File: src/rtl/gpu_tex_pkg.sv
// Shared texture-format codes, fetch FSM states and the palette index helper
// for the texel-fetch pipeline.
package gpu_tex_pkg;

    localparam logic [1:0]  FMT_4BPP    = 2'd0;
    localparam logic [1:0]  FMT_8BPP    = 2'd1;
    localparam logic [1:0]  FMT_15BPP   = 2'd2;
    localparam logic [15:0] WHITE_TEXEL = 16'h7FFF;

    typedef enum logic [2:0] {
        ST_RUN,
        ST_TFILL,
        ST_TREPLAY,
        ST_CFILL,
        ST_CREPLAY
    } fetchState_t;

    // Palette index out of a 16-bit texel word: nibble by uLsb for 4bpp, byte by uLsb[0] for 8bpp.
    function automatic logic [7:0] texIndex(input logic [1:0]  fmt,
                                            input logic [15:0] data,
                                            input logic [1:0]  uLsb);
        logic [7:0] idx;
        idx = uLsb[0] ? data[15:8] : data[7:0];
        if (fmt == FMT_4BPP) begin
            case (uLsb)
                2'd0:    idx = {4'h0, data[3:0]};
                2'd1:    idx = {4'h0, data[7:4]};
                2'd2:    idx = {4'h0, data[11:8]};
                default: idx = {4'h0, data[15:12]};
            endcase
        end
        return idx;
    endfunction

endpackage

File: src/rtl/gpu_pix_fifo.sv
// Synchronous FIFO with occupancy count; the head word reads as zero while empty.
module gpu_pix_fifo #(
    parameter int WIDTH = 8,
    parameter int DEPTH = 4
) (
    input  logic                     clk,
    input  logic                     i_nrst,
    input  logic                     i_push,
    input  logic [WIDTH-1:0]         i_data,
    input  logic                     i_pop,
    output logic [WIDTH-1:0]         o_data,
    output logic [$clog2(DEPTH):0]   o_count,
    output logic                     o_valid
);
    localparam int PTR_W = $clog2(DEPTH);

    logic [WIDTH-1:0] mem [DEPTH];
    logic [PTR_W-1:0] wrPtr;
    logic [PTR_W-1:0] rdPtr;
    logic             doPop;

    assign o_valid = (o_count != '0);
    assign doPop   = i_pop & o_valid;
    assign o_data  = o_valid ? mem[rdPtr] : '0;

    always_ff @(posedge clk) begin
        if (i_push) begin
            mem[wrPtr] <= i_data;
        end
    end

    always_ff @(posedge clk or negedge i_nrst) begin
        if (!i_nrst) begin
            wrPtr   <= '0;
            rdPtr   <= '0;
            o_count <= '0;
        end else begin
            if (i_push) wrPtr <= wrPtr + 1'b1;
            if (doPop)  rdPtr <= rdPtr + 1'b1;
            case ({i_push, doPop})
                2'b10:   o_count <= o_count + 1'b1;
                2'b01:   o_count <= o_count - 1'b1;
                default: o_count <= o_count;
            endcase
        end
    end

endmodule

File: src/rtl/gpu_tex_fetch_pipe.sv
// Texel-fetch pipeline: c0 accept / Tex$ lookup, c1 Tex$ response + Clut$ lookup,
// c2 colour select into an output FIFO; owns the cache-miss fill/replay FSM.
module gpu_tex_fetch_pipe
    import gpu_tex_pkg::*;
#(
    parameter int SCRX_W    = 10,
    parameter int SCRY_W    = 9,
    parameter int COL_W     = 9,
    parameter int TADR_W    = 19,
    parameter int OUT_DEPTH = 4
) (
    input  logic              clk,
    input  logic              i_nrst,
    input  logic [1:0]        GPU_REG_TexFormat,
    input  logic [14:0]       GPU_REG_CLUT,
    input  logic              GPU_TEX_DISABLE,
    input  logic              i_valid,
    output logic              o_ready,
    input  logic [SCRX_W-1:0] i_scrX,
    input  logic [SCRY_W-1:0] i_scrY,
    input  logic [COL_W-1:0]  i_R,
    input  logic [COL_W-1:0]  i_G,
    input  logic [COL_W-1:0]  i_B,
    input  logic [1:0]        i_uLSB,
    input  logic [TADR_W-1:0] i_texAdr,
    output logic              o_requTex,
    output logic [TADR_W-1:0] o_adrTex,
    input  logic              i_texHit,
    input  logic              i_texMiss,
    input  logic [15:0]       i_texData,
    output logic              o_requTexFill,
    output logic [TADR_W-3:0] o_adrTexFill,
    input  logic              i_texFillDone,
    output logic              o_requClut,
    output logic [7:0]        o_clutIndex,
    input  logic              i_clutHit,
    input  logic              i_clutMiss,
    input  logic [15:0]       i_clutData,
    output logic              o_requClutFill,
    output logic [14:0]       o_adrClutFill,
    input  logic              i_clutFillDone,
    output logic              o_valid,
    input  logic              i_ready,
    output logic [SCRX_W-1:0] o_scrX,
    output logic [SCRY_W-1:0] o_scrY,
    output logic [COL_W-1:0]  o_R,
    output logic [COL_W-1:0]  o_G,
    output logic [COL_W-1:0]  o_B,
    output logic [15:0]       o_texel,
    output logic              o_transparent
);
    localparam int PIX_W  = SCRX_W + SCRY_W + 3 * COL_W;
    localparam int FIFO_W = PIX_W + 17;
    localparam int CNT_W  = $clog2(OUT_DEPTH) + 1;
    localparam logic [CNT_W:0] DEPTH_L = (CNT_W+1)'(OUT_DEPTH);

    fetchState_t       stateReg;
    logic              c1Valid, c1TexDis;
    logic [PIX_W-1:0]  c1Pix;
    logic [1:0]        c1Fmt, c1ULsb;
    logic [TADR_W-1:0] c1Adr;
    logic              c2Valid, c2Textured, c2UsePal;
    logic [PIX_W-1:0]  c2Pix;
    logic [15:0]       c2Texel;
    logic [7:0]        clutIdxReg;

    logic              isRun, isCReplay;
    logic              c1Textured, c1Pal;
    logic [7:0]        c1Index;
    logic              texMissNow, clutMissRun, clutMissReplay, advance, accept;
    logic [CNT_W-1:0]  fifoCount;
    logic [CNT_W:0]    creditSum;
    logic [15:0]       c2Colour;
    logic              c2Transp;
    logic [FIFO_W-1:0] fifoHead;

    assign isRun      = (stateReg == ST_RUN);
    assign isCReplay  = (stateReg == ST_CREPLAY);
    assign c1Textured = c1Valid & ~c1TexDis;
    assign c1Pal      = (c1Fmt == FMT_4BPP) | (c1Fmt == FMT_8BPP);
    assign c1Index    = texIndex(c1Fmt, i_texData, c1ULsb);

    assign texMissNow     = isRun & c1Textured & i_texMiss;
    assign clutMissRun    = isRun & c1Textured & c1Pal & ~i_texMiss & i_clutMiss;
    assign clutMissReplay = isCReplay & i_clutMiss;
    assign advance        = (isRun & ~texMissNow & ~clutMissRun) | (isCReplay & i_clutHit);

    // Input is also refused in the cycle a miss freezes c1, since there is nowhere to park it.
    assign creditSum = {1'b0, fifoCount} + (CNT_W+1)'(c1Valid) + (CNT_W+1)'(c2Valid);
    assign o_ready   = isRun & ~texMissNow & ~clutMissRun & (creditSum < DEPTH_L);
    assign accept    = i_valid & o_ready;

    assign o_requTex     = (accept & ~GPU_TEX_DISABLE) | (stateReg == ST_TREPLAY);
    assign o_adrTex      = (stateReg == ST_TREPLAY) ? c1Adr : i_texAdr;
    assign o_requTexFill = texMissNow;
    assign o_adrTexFill  = c1Adr[TADR_W-1:2];

    assign o_clutIndex    = isCReplay ? clutIdxReg : c1Index;
    assign o_requClut     = (isRun & c1Textured & c1Pal & i_texHit) | isCReplay;
    assign o_requClutFill = clutMissRun | clutMissReplay;
    assign o_adrClutFill  = {GPU_REG_CLUT[14:6], GPU_REG_CLUT[5:0] + {2'b00, o_clutIndex[7:4]}};

    always_ff @(posedge clk or negedge i_nrst) begin
        if (!i_nrst) begin
            stateReg   <= ST_RUN;
            clutIdxReg <= '0;
        end else begin
            case (stateReg)
                ST_RUN: begin
                    if (texMissNow) begin
                        stateReg <= ST_TFILL;
                    end else if (clutMissRun) begin
                        stateReg   <= ST_CFILL;
                        clutIdxReg <= c1Index;
                    end
                end
                ST_TFILL:   if (i_texFillDone)  stateReg <= ST_TREPLAY;
                ST_TREPLAY: stateReg <= ST_RUN;
                ST_CFILL:   if (i_clutFillDone) stateReg <= ST_CREPLAY;
                ST_CREPLAY: begin
                    if (i_clutHit)       stateReg <= ST_RUN;
                    else if (i_clutMiss) stateReg <= ST_CFILL;
                end
                default:    stateReg <= ST_RUN;
            endcase
        end
    end

    // c2 always drains into the FIFO (credit guarantees room), so a frozen c1 leaves a bubble behind it.
    always_ff @(posedge clk or negedge i_nrst) begin
        if (!i_nrst) begin
            c1Valid    <= 1'b0;
            c1TexDis   <= 1'b0;
            c1Pix      <= '0;
            c1Fmt      <= '0;
            c1ULsb     <= '0;
            c1Adr      <= '0;
            c2Valid    <= 1'b0;
            c2Textured <= 1'b0;
            c2UsePal   <= 1'b0;
            c2Pix      <= '0;
            c2Texel    <= '0;
        end else if (advance) begin
            c1Valid    <= accept;
            c1TexDis   <= GPU_TEX_DISABLE;
            c1Pix      <= {i_scrX, i_scrY, i_R, i_G, i_B};
            c1Fmt      <= GPU_REG_TexFormat;
            c1ULsb     <= i_uLSB;
            c1Adr      <= i_texAdr;
            c2Valid    <= c1Valid;
            c2Textured <= ~c1TexDis;
            c2UsePal   <= ~c1TexDis & c1Pal;
            c2Pix      <= c1Pix;
            c2Texel    <= c1TexDis ? WHITE_TEXEL : i_texData;
        end else begin
            c2Valid <= 1'b0;
        end
    end

    assign c2Colour = c2UsePal ? i_clutData : c2Texel;
    assign c2Transp = c2Textured & (c2Colour[14:0] == 15'd0);

    gpu_pix_fifo #(
        .WIDTH (FIFO_W),
        .DEPTH (OUT_DEPTH)
    ) u_outFifo (
        .clk     (clk),
        .i_nrst  (i_nrst),
        .i_push  (c2Valid),
        .i_data  ({c2Pix, c2Colour, c2Transp}),
        .i_pop   (i_ready),
        .o_data  (fifoHead),
        .o_count (fifoCount),
        .o_valid (o_valid)
    );

    assign {o_scrX, o_scrY, o_R, o_G, o_B, o_texel, o_transparent} = fifoHead;

endmodule

File: config.mk
export PLATFORM = sky130hd
export DESIGN_NAME = gpu_tex_fetch_pipe
export DESIGN_NICKNAME = d
export VERILOG_FILES = /design/src/rtl/gpu_tex_pkg.sv /design/src/rtl/gpu_pix_fifo.sv /design/src/rtl/gpu_tex_fetch_pipe.sv
export SDC_FILE = /design/constraint.sdc
export NUM_CORES = 1
export LEC_CHECK = 0
export BUFFER_PORTS_ARGS = -buffer_cell sky130_fd_sc_hd__buf_4
export CAP_MARGIN = 20
export CORE_UTILIZATION = 55
export DETAILED_ROUTE_END_ITERATION = 12
export HOLD_SLACK_MARGIN = 0.02
export MAX_ROUTING_LAYER = met4
export PLACE_DENSITY_LB_ADDON = 0.08
export REMOVE_ABC_BUFFERS = 1
export SKIP_CTS_REPAIR_TIMING = 1
export SLEW_MARGIN = 0
export SYNTH_ARGS = -nofsm -noshare
export SYNTH_HDL_FRONTEND = slang
export SYNTH_SLANG_ARGS = --single-unit
File: constraint.sdc
create_clock -name clk -period 3.8 [get_ports clk]
set_clock_uncertainty 0.1 [all_clocks]
set_input_delay 0.38 -clock clk [delete_from_list [all_inputs] [get_ports clk]]
set_output_delay 0.38 -clock clk [all_outputs]
set_load 0.01 [all_outputs]
==> impl_results.md <==
* RSZ-0062 raised after global routing: no
* Number of synthesized flops with an enable pin at between 200 and 300
* Final nets at roughly 1400
* Simple logic cell fraction of the synthesized area at 0.0500
* Via density at 5.42
* WHS at 30.3 ps
* Hold/Removal Path Class: input pin to flop
* Area Overhead vs Synth at 24.2%
* Mux cell area share after synthesis at 0.202
* Avg Cell Area, Syn at 17.2 um^2
* Area of the mapped netlist at 16800 um^2
* CTS tree: yes
* Placer Congestion at roughly 0.9
* DRC at 0
* Num rows at 63
* Worst vdd ir at 463 uV
* Crit path kind: flop to output pin
* Worst-Skew Late Latency at about 520 ps
* Crit-path max FO at 12
* Starting Density at 0.562
* Synth unique cells at 47
* Sink Count at 406
* Slew headroom at 0.309
* Half-perimeter wire length after placement at 19000 um
* Ys async rst share at 0.379
* Post-route cell area at 20900 um^2
* Die ar. at 31300 um^2
* Final Max Slew Viols at 0
* Final Core Density at 0.698
* Core box area at 29900 um^2
* WL final at 32900 um
* Seq cells post-synth at slightly above 400
* Largest net degree at the start of global routing at 85
* Final min period at 3570 ps
* Largest family of logic cells by synthesized area: multiplexers
* Pwr dens at around 840 nW/um^2
* MaxCap Viol Count at 0
* CP required at 3320 ps
* Global Route Usage Sum at 0.216
* Io pins at 255
* First-pass GRT wire length at 50200 um
* Clk root buf: clkbuf_16
* Final setup viols at 0
* Fillers at 1999
* Yosys top cell by area: edfxtp_1
* Total number of vias at 9157
* YS warnings at 0
* Leakage at ~8.2 nW
* XOR/XNOR Fraction of Synth Area at 0.00521
* Antenna Nets Post-Route at 0
* 1st-iter DRT viols at 374
* Antenna fix cells at 0
* Initial antenna violation count at 0
* CTS Buf Count at 42
* H-tree level count at 2
* Quantity of I/O buffers inserted on ports at between 200 and 250
* Placed instance area at 18800 um^2
* Crit share post-route at 0.939
* Hold Vio Cnt, Final at 0
* Primary FF master, synth: edfxtp_1
* Outcome: finished clean
* Die Ht at 177 um
* CP startpoint kind: flop
* Top-area cell type share of the netlist area at 0.450
* Number of global-route vias before repair at 9210
* Top cells by area, synth: edfxtp_1 (45%), dfrtp_1 (23%), mux4_2 (8.4%)
* Clock buffer depth at 3
* Worst-path clk slew at 60 ps
* Compound-cell area share of the yosys netlist at 0.0196
* Crit. End Element: output pin
* Sequential area share after synthesis at 0.680
* Mapped Cells at 977
* Synth Area in Adders at 0.00983
* DRT Pass-1 Iters at 5
* Routed WL per cell at a little under 20 um
* Width of the die at 177 um
* GRT overflow at 0
* Layout cells sized above 1 at 0.406
* Crit path arrival time at roughly 3000 ps
* Max Clk Rate at 280 MHz
* Worst slew pin tran at approximately 1000 ps
## cell usage after synthesis, drive strengths merged (2+ instances only)
cell    instances
a21oi           7
edfxtp        252
ha             10
xnor2           5
mux4           63
nor3b           3
nand2b          3
inv            31
nor3            3
dfrtp         154
and2           71
buf            55
clkbuf         21
o221ai          4
or3             2
mux2          146
nor2b           4
fa              2
a31o            2
mux2i          25
nor2           26
a21o            4
nor4            4
xor2            5
nand2          33
o21ai          29
## layout by cell type, fill, tap and decap left out, types with 2 or more instances in the layout
master / Yosys / final
dlygate4sd3_1: 0 / 72
nor3b_1: 3 / 3
nor4_1: 4 / 4
nor3_1: 2 / 2
and2_1: 70 / 66
clkbuf_16: 0 / 42
nor2b_1: 4 / 4
a21oi_1: 7 / 7
clkbuf_1: 21 / 15
xor2_1: 5 / 5
o21ai_0: 28 / 28
nand2b_1: 3 / 3
dfrtp_1: 154 / 152
bufinv_16: 0 / 3
mux4_2: 63 / 63
mux2_4: 22 / 22
nor2_1: 26 / 26
mux2i_1: 25 / 25
ha_1: 10 / 10
a21o_1: 4 / 4
edfxtp_1: 252 / 252
inv_1: 31 / 31
buf_4: 27 / 243
nand2_1: 33 / 33
clkbuf_8: 0 / 7
clkinv_1: 0 / 4
xnor2_1: 5 / 5
inv_6: 0 / 2
buf_12: 0 / 4
o221ai_1: 4 / 4
and2_4: 0 / 4
clkinv_2: 0 / 3
dfrtp_4: 0 / 2
mux2_2: 123 / 123
a31o_2: 2 / 2
fa_1: 2 / 2
## critical path, cell delays in order, from the launching register on
cell	delay, ps
dfrtp_1	490
nor2_1	190
and2_0	360
mux2_2	400
ha_1	200
inv_1	70
fa_1	200
inv_1	50
a21o_1	140
a21oi_1	180
xnor2_1	140
buf_4	140
## per-stage QoR
stage | power (W) | setup WS, ps | instances | setup TNS, ps
after global routing | 0.0184 | 42.7 | 1688 | 0
after global placement | 0.0134 | 820 | 1539 | 0
after detailed placement | 0.0136 | 746 | 1539 | 0
after CTS | 0.0176 | 192 | 1616 | 0
final | 0.0175 | 232 | 1688 | 0
after floorplan | 0.0112 | -1000 | 901 | -137630
## flip-flops by register name, summed over array words and instances, names as in the netlist
register / cells
c2Pix: 46
c1Fmt: 2
c1TexDis: 1
c2Valid: 1
u_outFifo.rdPtr: 2
c1Adr: 19
c2UsePal: 1
stateReg: 3
c1Valid: 1
u_outFifo.o_count: 3
u_outFifo.wrPtr: 2
c1Pix: 46
c2Textured: 1
c2Texel: 16
u_outFifo.mem: 252
c1ULsb: 2
clutIdxReg: 8
## cells by family (layout without fill, tap and decap cells)
group           Yosys count  count (layout)
buf+inv                 107             428
xor+xnor                 10              10
compound gates           53              53
flops                   406             406
simple gates            155             155
mux                     234             234
fa+ha+maj                12              12
## per-layer routing
metal  vias to the layer above  track usage  part of all wire
li1                       4197            -                 -
met1                      4620        0.300              0.44
met2                       307        0.333              0.48
met4                         0       0.0481             0.011
met5                         -            -                 0
met3                        33       0.0462             0.063
## worst paths after layout
check	from	to	cells past startpoint	slack [ps]
max in group asynchronous	i_nrst	c1Pix[6]$_DFFE_PN0P_	3	2230
max reg2reg	u_outFifo.o_count[0]$_DFFE_PN0P_	u_outFifo.o_count[1]$_DFFE_PN0P_	6	1260
min	i_clutFillDone	stateReg[2]$_DFFE_PN0P_	2	30
max	stateReg[0]$_DFFE_PN0P_	o_adrClutFill[4]	11	230
min reg2reg	clutIdxReg[1]$_DFFE_PN0P_	clutIdxReg[1]$_DFFE_PN0P_	2	380
min in group asynchronous	i_nrst	c1Adr[15]$_DFFE_PN0P_	2	410
## area by class of cell
type,instances,area [um^2],area share
Multi-Input combinational cell,464,4840,0.232
Sequential cell,406,11400,0.548
Clock buffer,64,1200,0.0577
Timing Repair Buffer,320,2640,0.126
Clock inverter,13,154,0.00738
Tap cell,390,488,0.0234
Inverter,31,116,0.00558
## power by group
group	switching [W]	internal (W)
logic	0.00286	0.00355
registers	0.000835	0.00622
clock network	0.00162	0.00239
total	0.00531	0.0122
No activity file was read; power rests on OpenSTA's default activity.
